<file path="src/rtl/ps2_pkg.sv">
// ============================================================================
// Module      : ps2_pkg
// Description : Shared PS/2 types and constants for the host transmitter and
//               the keyboard receiver.
// Revision    : 1.0 - initial release
// ============================================================================
`default_nettype none

package ps2_pkg;

  typedef enum logic [2:0] {
    ST_IDLE      = 3'd0,
    ST_INHIBIT   = 3'd1,
    ST_START     = 3'd2,
    ST_SHIFT     = 3'd3,
    ST_ACK       = 3'd4,
    ST_WAIT_IDLE = 3'd5
  } ps2_state_e;

  localparam int PS2_IDX_W = 4;

  // Defaults for a 50 MHz system clock: 100 us inhibit, 15 ms watchdog.
  localparam int PS2_INHIBIT_CYCLES_50M = 5000;
  localparam int PS2_TIMEOUT_CYCLES_50M = 750000;

  function automatic logic odd_parity(input logic [7:0] d);
    return ~^d;
  endfunction

endpackage

`default_nettype wire

</file>
<file path="src/rtl/ps2_sync_edge.sv">
// ============================================================================
// Module      : ps2_sync_edge
// Description : Two-flop synchronizer for one PS/2 pad plus falling-edge
//               detector on the synchronized value.
// Revision    : 1.0 - initial release
// ============================================================================
`default_nettype none

module ps2_sync_edge (
  input  logic clk,
  input  logic rst,
  input  logic async_in,
  output logic sync_out,
  output logic fe
);

  logic meta_q, meta_d;
  logic sync_q, sync_d;
  logic prev_q, prev_d;

  always_comb begin
    meta_d = async_in;
    sync_d = meta_q;
    prev_d = sync_q;
  end

  // Reset to the idle-high line level so leaving reset never looks like an edge.
  always_ff @(posedge clk) begin
    if (rst) begin
      meta_q <= 1'b1;
      sync_q <= 1'b1;
      prev_q <= 1'b1;
    end else begin
      meta_q <= meta_d;
      sync_q <= sync_d;
      prev_q <= prev_d;
    end
  end

  assign sync_out = sync_q;
  assign fe       = prev_q & ~sync_q;

endmodule

`default_nettype wire

</file>
<file path="src/rtl/ps2_host_tx.sv">
// ============================================================================
// Module      : ps2_host_tx
// Description : PS/2 host-to-device command transmitter (request-to-send,
//               11-clock frame, device acknowledge). Optional watchdog is
//               compiled in with macro PS2_HOST_TX_TIMEOUT_EN.
// Revision    : 1.0 - initial release
// ============================================================================
`default_nettype none

module ps2_host_tx
  import ps2_pkg::*;
#(
  parameter int INHIBIT_CYCLES = PS2_INHIBIT_CYCLES_50M,
  parameter int TIMEOUT_CYCLES = PS2_TIMEOUT_CYCLES_50M
) (
  input  logic       clk,
  input  logic       rst,
  input  logic [7:0] data_in,
  input  logic       write,
  output logic       busy,
  output logic       done,
  output logic       err_nack,
  output logic       err_timeout,
  input  logic       ps2_clk_in,
  input  logic       ps2_dat_in,
  output logic       ps2_clk_oe,
  output logic       ps2_dat_oe
);

  localparam int INH_W = (INHIBIT_CYCLES < 2) ? 1 : $clog2(INHIBIT_CYCLES + 1);
  localparam logic [INH_W-1:0] INH_LOAD = INH_W'(INHIBIT_CYCLES);

  logic clk_sync, clk_fe, dat_sync, dat_fe;

  ps2_sync_edge u_clk_sync (
    .clk      (clk),
    .rst      (rst),
    .async_in (ps2_clk_in),
    .sync_out (clk_sync),
    .fe       (clk_fe)
  );

  ps2_sync_edge u_dat_sync (
    .clk      (clk),
    .rst      (rst),
    .async_in (ps2_dat_in),
    .sync_out (dat_sync),
    .fe       (dat_fe)
  );

  logic unused_dat_fe;
  assign unused_dat_fe = dat_fe;

  ps2_state_e           state_q, state_d;
  logic [INH_W-1:0]     cnt_q, cnt_d;
  logic [PS2_IDX_W-1:0] idx_q, idx_d;
  logic [7:0]           data_q, data_d;
  logic                 dat_oe_q, dat_oe_d;
  logic                 done_q, done_d;
  logic                 nack_q, nack_d;

`ifdef PS2_HOST_TX_TIMEOUT_EN
  localparam int TMO_W = (TIMEOUT_CYCLES < 2) ? 1 : $clog2(TIMEOUT_CYCLES + 1);
  localparam logic [TMO_W-1:0] TMO_LAST = TMO_W'(TIMEOUT_CYCLES - 1);
  logic [TMO_W-1:0] wd_q, wd_d;
  logic             tmo_q, tmo_d;
  logic             wd_active;
`else
  localparam int UNUSED_TIMEOUT_CYCLES = TIMEOUT_CYCLES;
`endif

  always_comb begin
    state_d  = state_q;
    cnt_d    = cnt_q;
    idx_d    = idx_q;
    data_d   = data_q;
    dat_oe_d = dat_oe_q;
    done_d   = 1'b0;
    nack_d   = 1'b0;

    case (state_q)
      ST_IDLE: begin
        dat_oe_d = 1'b0;
        if (write) begin
          data_d  = data_in;
          cnt_d   = INH_LOAD;
          state_d = ST_INHIBIT;
        end
      end
      // Leaving on count 1 gives INHIBIT_CYCLES here plus the START cycle.
      ST_INHIBIT: begin
        cnt_d = cnt_q - 1'b1;
        if (cnt_q <= INH_W'(1)) begin
          cnt_d    = '0;
          dat_oe_d = 1'b1;
          state_d  = ST_START;
        end
      end
      ST_START: begin
        idx_d   = '0;
        state_d = ST_SHIFT;
      end
      ST_SHIFT: begin
        if (clk_fe) begin
          idx_d = idx_q + 1'b1;
          if (idx_q < PS2_IDX_W'(8)) begin
            dat_oe_d = ~data_q[idx_q[2:0]];
          end else if (idx_q == PS2_IDX_W'(8)) begin
            dat_oe_d = ~odd_parity(data_q);
          end else begin
            dat_oe_d = 1'b0;
            state_d  = ST_ACK;
          end
        end
      end
      ST_ACK: begin
        if (clk_fe) begin
          done_d  = ~dat_sync;
          nack_d  = dat_sync;
          state_d = ST_WAIT_IDLE;
        end
      end
      ST_WAIT_IDLE: begin
        if (clk_sync && dat_sync) begin
          state_d = ST_IDLE;
        end
      end
      default: begin
        dat_oe_d = 1'b0;
        state_d  = ST_IDLE;
      end
    endcase

`ifdef PS2_HOST_TX_TIMEOUT_EN
    wd_active = (state_q == ST_START) || (state_q == ST_SHIFT) ||
                (state_q == ST_ACK);
    tmo_d     = 1'b0;
    wd_d      = wd_q;
    if (state_q == ST_INHIBIT) begin
      wd_d = '0;
    end else if (wd_active) begin
      wd_d = wd_q + 1'b1;
    end
    // An acknowledge landing on the expiry cycle takes precedence.
    if (wd_active && (wd_q == TMO_LAST) && !((state_q == ST_ACK) && clk_fe)) begin
      tmo_d    = 1'b1;
      dat_oe_d = 1'b0;
      wd_d     = '0;
      state_d  = ST_IDLE;
    end
`endif
  end

  always_ff @(posedge clk) begin
    if (rst) begin
      state_q  <= ST_IDLE;
      cnt_q    <= '0;
      idx_q    <= '0;
      data_q   <= '0;
      dat_oe_q <= 1'b0;
      done_q   <= 1'b0;
      nack_q   <= 1'b0;
    end else begin
      state_q  <= state_d;
      cnt_q    <= cnt_d;
      idx_q    <= idx_d;
      data_q   <= data_d;
      dat_oe_q <= dat_oe_d;
      done_q   <= done_d;
      nack_q   <= nack_d;
    end
  end

`ifdef PS2_HOST_TX_TIMEOUT_EN
  always_ff @(posedge clk) begin
    if (rst) begin
      wd_q  <= '0;
      tmo_q <= 1'b0;
    end else begin
      wd_q  <= wd_d;
      tmo_q <= tmo_d;
    end
  end
  assign err_timeout = tmo_q;
`else
  assign err_timeout = 1'b0;
`endif

  assign busy       = (state_q != ST_IDLE);
  assign ps2_clk_oe = (state_q == ST_INHIBIT) || (state_q == ST_START);
  assign ps2_dat_oe = dat_oe_q;
  assign done       = done_q;
  assign err_nack   = nack_q;

endmodule

`default_nettype wire

</file>
<file path="config.mk">
export PLATFORM = sky130hd
export DESIGN_NAME = ps2_host_tx
export DESIGN_NICKNAME = d
export VERILOG_FILES = /design/src/rtl/ps2_pkg.sv /design/src/rtl/ps2_sync_edge.sv /design/src/rtl/ps2_host_tx.sv
export SDC_FILE = /design/constraint.sdc
export NUM_CORES = 1
export LEC_CHECK = 0
export BUFFER_PORTS_ARGS = -buffer_cell sky130_fd_sc_hd__buf_4
export CAP_MARGIN = 0
export CORE_ASPECT_RATIO = 1.75
export CORE_UTILIZATION = 30
export DETAILED_ROUTE_END_ITERATION = 8
export PLACE_DENSITY = 0.47
export SETUP_SLACK_MARGIN = 0.4
export SLEW_MARGIN = 5
export SYNTH_ARGS = -nofsm -noshare
export SYNTH_HDL_FRONTEND = slang
export SYNTH_SLANG_ARGS = --single-unit
export TNS_END_PERCENT = 10
</file>
<file path="constraint.sdc">
create_clock -name clk -period 1.71 [get_ports clk]
set_clock_uncertainty 0.15 [all_clocks]
set_input_delay 0.342 -clock clk [delete_from_list [all_inputs] [get_ports clk]]
set_output_delay 0.342 -clock clk [all_outputs]
set_load 0.03 [all_outputs]
</file>
Word level (Yosys, flattened, before mapping)
Cells that the tools add are included.
{"block": "word_totals", "latchBits": 0, "out_inout_bits": 6, "mem_bits_rw": 0, "rom_bits": 0, "register_bits": 36, "memories": 0, "elab_cells": 72, "in_bits": 13}
{"block": "classes", "multipliers": 0, "add_sub_neg": 2, "mux": 20, "n_reduce_logical": 14, "n_shift": 0, "bitwise": 8, "n_div": 0, "n_lt_le_gt_ge": 3, "eq_ne": 13}
{"cell": "$mux 13", "count": 2}
{"cell": "$pmux 13 s2", "count": 1}
{"cell": "$mux 3", "count": 7}
{"cell": "$pmux 3 s6", "count": 1}
{"cell": "$ne 2x2->1 const B", "count": 7}
{"cell": "$le 13x1->1 const B", "count": 1}
{"cell": "$sub 13x1->13 const B", "count": 1}
{"cell": "$pmux 4 s2", "count": 1}
{"cell": "$reduce_xnor 8->1", "count": 1}
{"cell": "$not 1->1", "count": 7}
{"cell": "$reduce_and 7->1", "count": 1}
{"cell": "$eq 3x2->1 const B", "count": 2}
{"cell": "$eq 3x3->1 const B", "count": 2}
{"cell": "$reduce_and 2->1", "count": 3}
{"cell": "$reduce_or 3->1", "count": 2}
{"cell": "$mux 1", "count": 5}
{"cell": "$add 4x1->4 const B", "count": 1}
{"cell": "$eq 4x4->1 const B", "count": 1}
{"cell": "$lt 3x4->1 const B", "count": 1}
{"cell": "$lt 4x4->1 const B", "count": 1}
{"cell": "$mux 4", "count": 1}
{"cell": "$reduce_bool 2->1", "count": 2}
{"cell": "$bmux 1 s3", "count": 1}
{"cell": "$eq 3x1->1 const B", "count": 1}
{"cell": "7 further kinds", "count": 7}

Depth between registers and ports, before layout
{"block": "logic_depth", "depth_word": 6, "ltp_mapped": 8, "depth_no_buf": 8}

Cells and area by module
A second synthesis with hierarchy kept.
{"block": "hier_totals", "hier_cells": 233, "hier_area_um2": 1919.3}
{"module": "ps2_host_tx", "cells_each": 219, "seq_area_each_um2": 620.6, "instances": 1, "area_each_um2": 1749.2}
{"module": "ps2_sync_edge", "cells_each": 7, "seq_area_each_um2": 60.1, "instances": 2, "area_each_um2": 85.1}

Worst setup path before layout
No wires, ideal clock.
{"block": "synth_path", "path_kind": "reg2reg", "start": "reg cnt_q[0]", "end": "reg cnt_q[8]", "arrival_time_ps": 1575, "n_path_buf": 0, "required_ps": 1432, "setup_slack_ps": -143, "path_stages_with_launch": 8, "setup_time_ps": 128, "path_cell_list": "dfxtp_1 -> inv_1 -> ha_1 -> or3b_2 -> nor3_1 -> a31oi_1 -> o22ai_1 -> nor2_1"}
{"block": "synth_via", "elab_chain_len": 3, "word_cells_on_any_way": 4}
{"item": "from (decl)", "line_no": "ps2_host_tx.sv:55", "rtl": "logic [INH_W-1:0] cnt_q, cnt_d;"}
{"item": "from (signal assigned)", "line_no": "ps2_host_tx.sv:165", "rtl": "cnt_q <= cnt_d;"}
{"item": "$sub 13x1->13 / $le 13x1->1 (equally long branches)", "line_no": "ps2_host_tx.sv:92, ps2_host_tx.sv:93"}
{"item": "$mux 13 (*)", "line_no": "ps2_host_tx.sv:93", "rtl": "if (cnt_q <= INH_W'(1)) begin"}
{"item": "$pmux 13 s2 (*)", "line_no": "ps2_host_tx.sv:81", "rtl": "case (state_q)"}
Mark *: on every way between the ends. The rest lies on a longest branch, timed or not.
A chain may end at the register's enable or synchronous reset.

Worst setup path after layout
{"block": "layout_path", "start": "reg cnt_q[2]", "end": "reg cnt_q[11]"}
The elaborated chain is that of the path after synthesis.

==> impl_metrics.env <==
export IMPL_tritoncts="built"
export IMPL_first_iter_violations=97
export IMPL_rsz0062_at_grt="true"
export IMPL_clkPwrFrac=0.143
export IMPL_synth_nets=262
export IMPL_gp_congestion=0.787
export IMPL_grt_pass1_wl_mm=8.43
export IMPL_hpwl_mm=3.80
export IMPL_min_path_cells=2
export IMPL_antenna_found_initial=0
export IMPL_fill_cells=660
export IMPL_hold_viol=0
export IMPL_drive_gt1_frac=0.380
export IMPL_insertedDiodeCount=0
export IMPL_worstSetupPathType="flop to flop"
export IMPL_clock_latency_ns=0.30
export IMPL_violations="negative setup slack"
export IMPL_cts_reportedPaths_clkPinSlew_ns=0.07
export IMPL_leakage_nw=1.08
export IMPL_placedCellCount=371
export IMPL_fin_util=0.436
export IMPL_synth_area_top_cells="dfxtp_1 (37%), a21oi_1 (7.8%), nor2_1 (6.4%), nand2_1 (5.3%), o21ai_0 (4.2%)"
export IMPL_grt_overflow=0
export IMPL_grt_pass1_vias=1792
export IMPL_reg2reg_from="cnt_q[2]"
export IMPL_crit_arrival_ns=1.78
export IMPL_fmax_mhz=573
export IMPL_drv_slew=0
export IMPL_rows=38
export IMPL_die_h_um=108
export IMPL_internal_power_mw=2.69
export IMPL_cts_buffers=5
export IMPL_vias_per_cell=4.87
export IMPL_synth_seq_area_share=0.374
export IMPL_r2r_slack_ns=-0.04
export IMPL_yosys_warnings=0
export IMPL_seqCellArea_um2=738
export IMPL_worst_slack_ns=-0.0366
export IMPL_power_density_nw_per_um2=1660
export IMPL_status="finished, violations left"
export IMPL_holdCritStartpoint="ps2_dat_in"
export IMPL_antenna_left=0
export IMPL_cts_sinks=36
export IMPL_switchingPower_mw=1.78
export IMPL_via_count=1866
export IMPL_combPwrFrac=0.587
export IMPL_vdd_drop_max_mv=0.874
export IMPL_syn_cell_area_um2=1930
export IMPL_io_pins=19
export IMPL_synth_edf_count=0
export IMPL_pre_cts_ws_ns=-0.0386
export IMPL_r2r_end="cnt_q[11]"
export IMPL_area_delta_synth_final_pct=39.8
export IMPL_cts_hold_buffers=0
export IMPL_synthArstFlopShare=0
export IMPL_fin_cells=383
export IMPL_grt_usage=0.161
export IMPL_layout_worst_path_cycle_share=1.02
export IMPL_multi_input_area_um2=1220
export IMPL_htreeDepth=2
export IMPL_root_buffer="clkbuf_8"
export IMPL_drt_wl_total_mm=5.03
export IMPL_ys_seq_elements=36
export IMPL_synthCells=245
export IMPL_die_w_um=62.6
export IMPL_period_needed_ns=1.75
export IMPL_finalSetupViolCount=6
export IMPL_critPathMaxFanout=6
export IMPL_core_um2=6180
export IMPL_endpoint_kind="flop"
export IMPL_critPathRequiredTime_ns=1.75
export IMPL_final_cell_area_um2=2690
export IMPL_synth_ff_type="dfxtp_1"
export IMPL_portBuffers=17
export IMPL_grt_max_degree=27
export IMPL_totalNegativeSetupSlack_ns=-0.115
export IMPL_min_to="u_dat_sync.meta_q"
export IMPL_clock_path_buffers=2
export IMPL_wl_per_cell_um=13.1
export IMPL_drc=0
export IMPL_hp_class="primary input to flop"
export IMPL_maxCapViolCount=0
export IMPL_nets=319
export IMPL_critPathLaunchType="flop"
export IMPL_start_util=0.312
export IMPL_p_sw_frac=0.398
export IMPL_dr_pass1_iters=4
export IMPL_r2r_cells=7
export IMPL_synth_area_per_cell_um2=7.86
export IMPL_synth_cell_type_count=50
export IMPL_seqPwrFrac=0.270
export IMPL_placed_cell_area_um2=2470
export IMPL_die_area_um2=6760
export IMPL_yosys_area_top_type="dfxtp_1"
export IMPL_synth_top_area_share=0.374
[kinds of logic after synthesis]
group,synth area share
AOI/OAI and AO/OA,0.201
and+or+nand+nor,0.284
DFF,0.374
adders and majority gates,0.0260
muxes,0.0286
xor gates and xnor gates,0.0364
other,0.00195
buffers and inverters,0.0481
[worst max-delay path: stages, from the launching register on]
cell and delay (ns):
dfxtp_1 0.38, nor3_4 0.25, o211ai_4 0.14, o21ai_4 0.27
buf_4 0.16, a31oi_1 0.03, o21ai_0 0.19, a21oi_2 0.07
[through the flow]
step	hold slack, ns	total power, mW
3_5_place_dp	0.248	3.61
3_3_place_gp	0.241	3.63
2_1_floorplan	0.239	2.62
6_report	0.0778	4.47
5_1_grt	0.0725	4.80
4_1_cts	0.0712	4.41
[synthesized netlist by cell type, types with 2 or more instances]
cell type  count
a31oi_1        6
a22oi_1        2
nand2b_1       4
clkbuf_1      10
mux4_2         2
a21oi_1       30
or4_1          2
or3b_2         2
buf_2          2
o21ai_0       16
xor2_1         2
inv_1          8
nor2_1        33
nor3b_1        2
nor3_1         9
buf_4          2
and3_1         2
nand2_1       27
and2_1         2
nand3_1        4
dfxtp_1       36
ha_1           4
xnor2_1        6
or2_2          6
[what timing repair did]
item                       CTS  global route
setup buffers                4             0
gates resized for setup     19            10
cloned                       0             0
pin swaps                    6             5
setup endpoints to repair   32            32
[per-layer routing]
metal | vias up | routed length, um | global-route usage
met5 | - | 0 | 0
met4 | 0 | 99 | 0.0748
met3 | 7 | 83 | 0.0253
met2 | 18 | 2860 | 0.315
met1 | 881 | 1990 | 0.164
li1 | 960 | - | -
[area by class of cell]
class	instances	share of cell area
clock buffers	8	0.0334
inverters	8	0.0111
multi-input cells	187	0.454
flip-flops and latches	36	0.274
well taps	80	0.0372
repair buffers	64	0.190
[cell usage in the layout (no fill, tap or decap), types with 6 or more instances in the layout]
| master | Yosys | routed |
|---|---|---|
| a21oi_1 | 30 | 28 |
| a31oi_1 | 6 | 6 |
| buf_4 | 2 | 58 |
| clkbuf_8 | 0 | 6 |
| dfxtp_1 | 36 | 28 |
| inv_1 | 8 | 6 |
| nand2_1 | 27 | 26 |
| nor2_1 | 33 | 29 |
| o21ai_0 | 16 | 13 |
| or2_2 | 6 | 6 |
[sequential cells by signal (all words and copies together) (netlist names)]
register,count
cnt_q,13
data_q,8
done,1
err_nack,1
idx_q,4
ps2_dat_oe,1
state_q,3
u_clk_sync.meta_q,1
u_clk_sync.prev_q,1
u_clk_sync.sync_out,1
u_dat_sync.meta_q,1
u_dat_sync.sync_out,1
[power groups by stage]
stage                     Clock (mW)  Sequential (mW)  Combinational, mW
after floorplan                    0             1.19               1.44
after global placement             0             1.20               2.43
after detailed placement           0             1.21               2.40
after CTS                      0.664             1.19               2.55
after global routing           0.704             1.23               2.87
final                          0.640             1.21               2.62
[how the worst max path moves through the flow]
stage             start  slack (ns)          to  cells past startpoint
2_1_floorplan  cnt_q[1]        0.03    cnt_q[4]                      5
3_3_place_gp   cnt_q[0]       -0.02    cnt_q[4]                      5
3_5_place_dp   cnt_q[0]       -0.04    cnt_q[4]                      5
4_1_cts        cnt_q[0]       -0.04    cnt_q[4]                      5
5_1_grt        cnt_q[6]       -0.14  ps2_dat_oe                      6
6_report       cnt_q[2]       -0.04   cnt_q[11]                      7
Power figures use the tool's default switching activity.
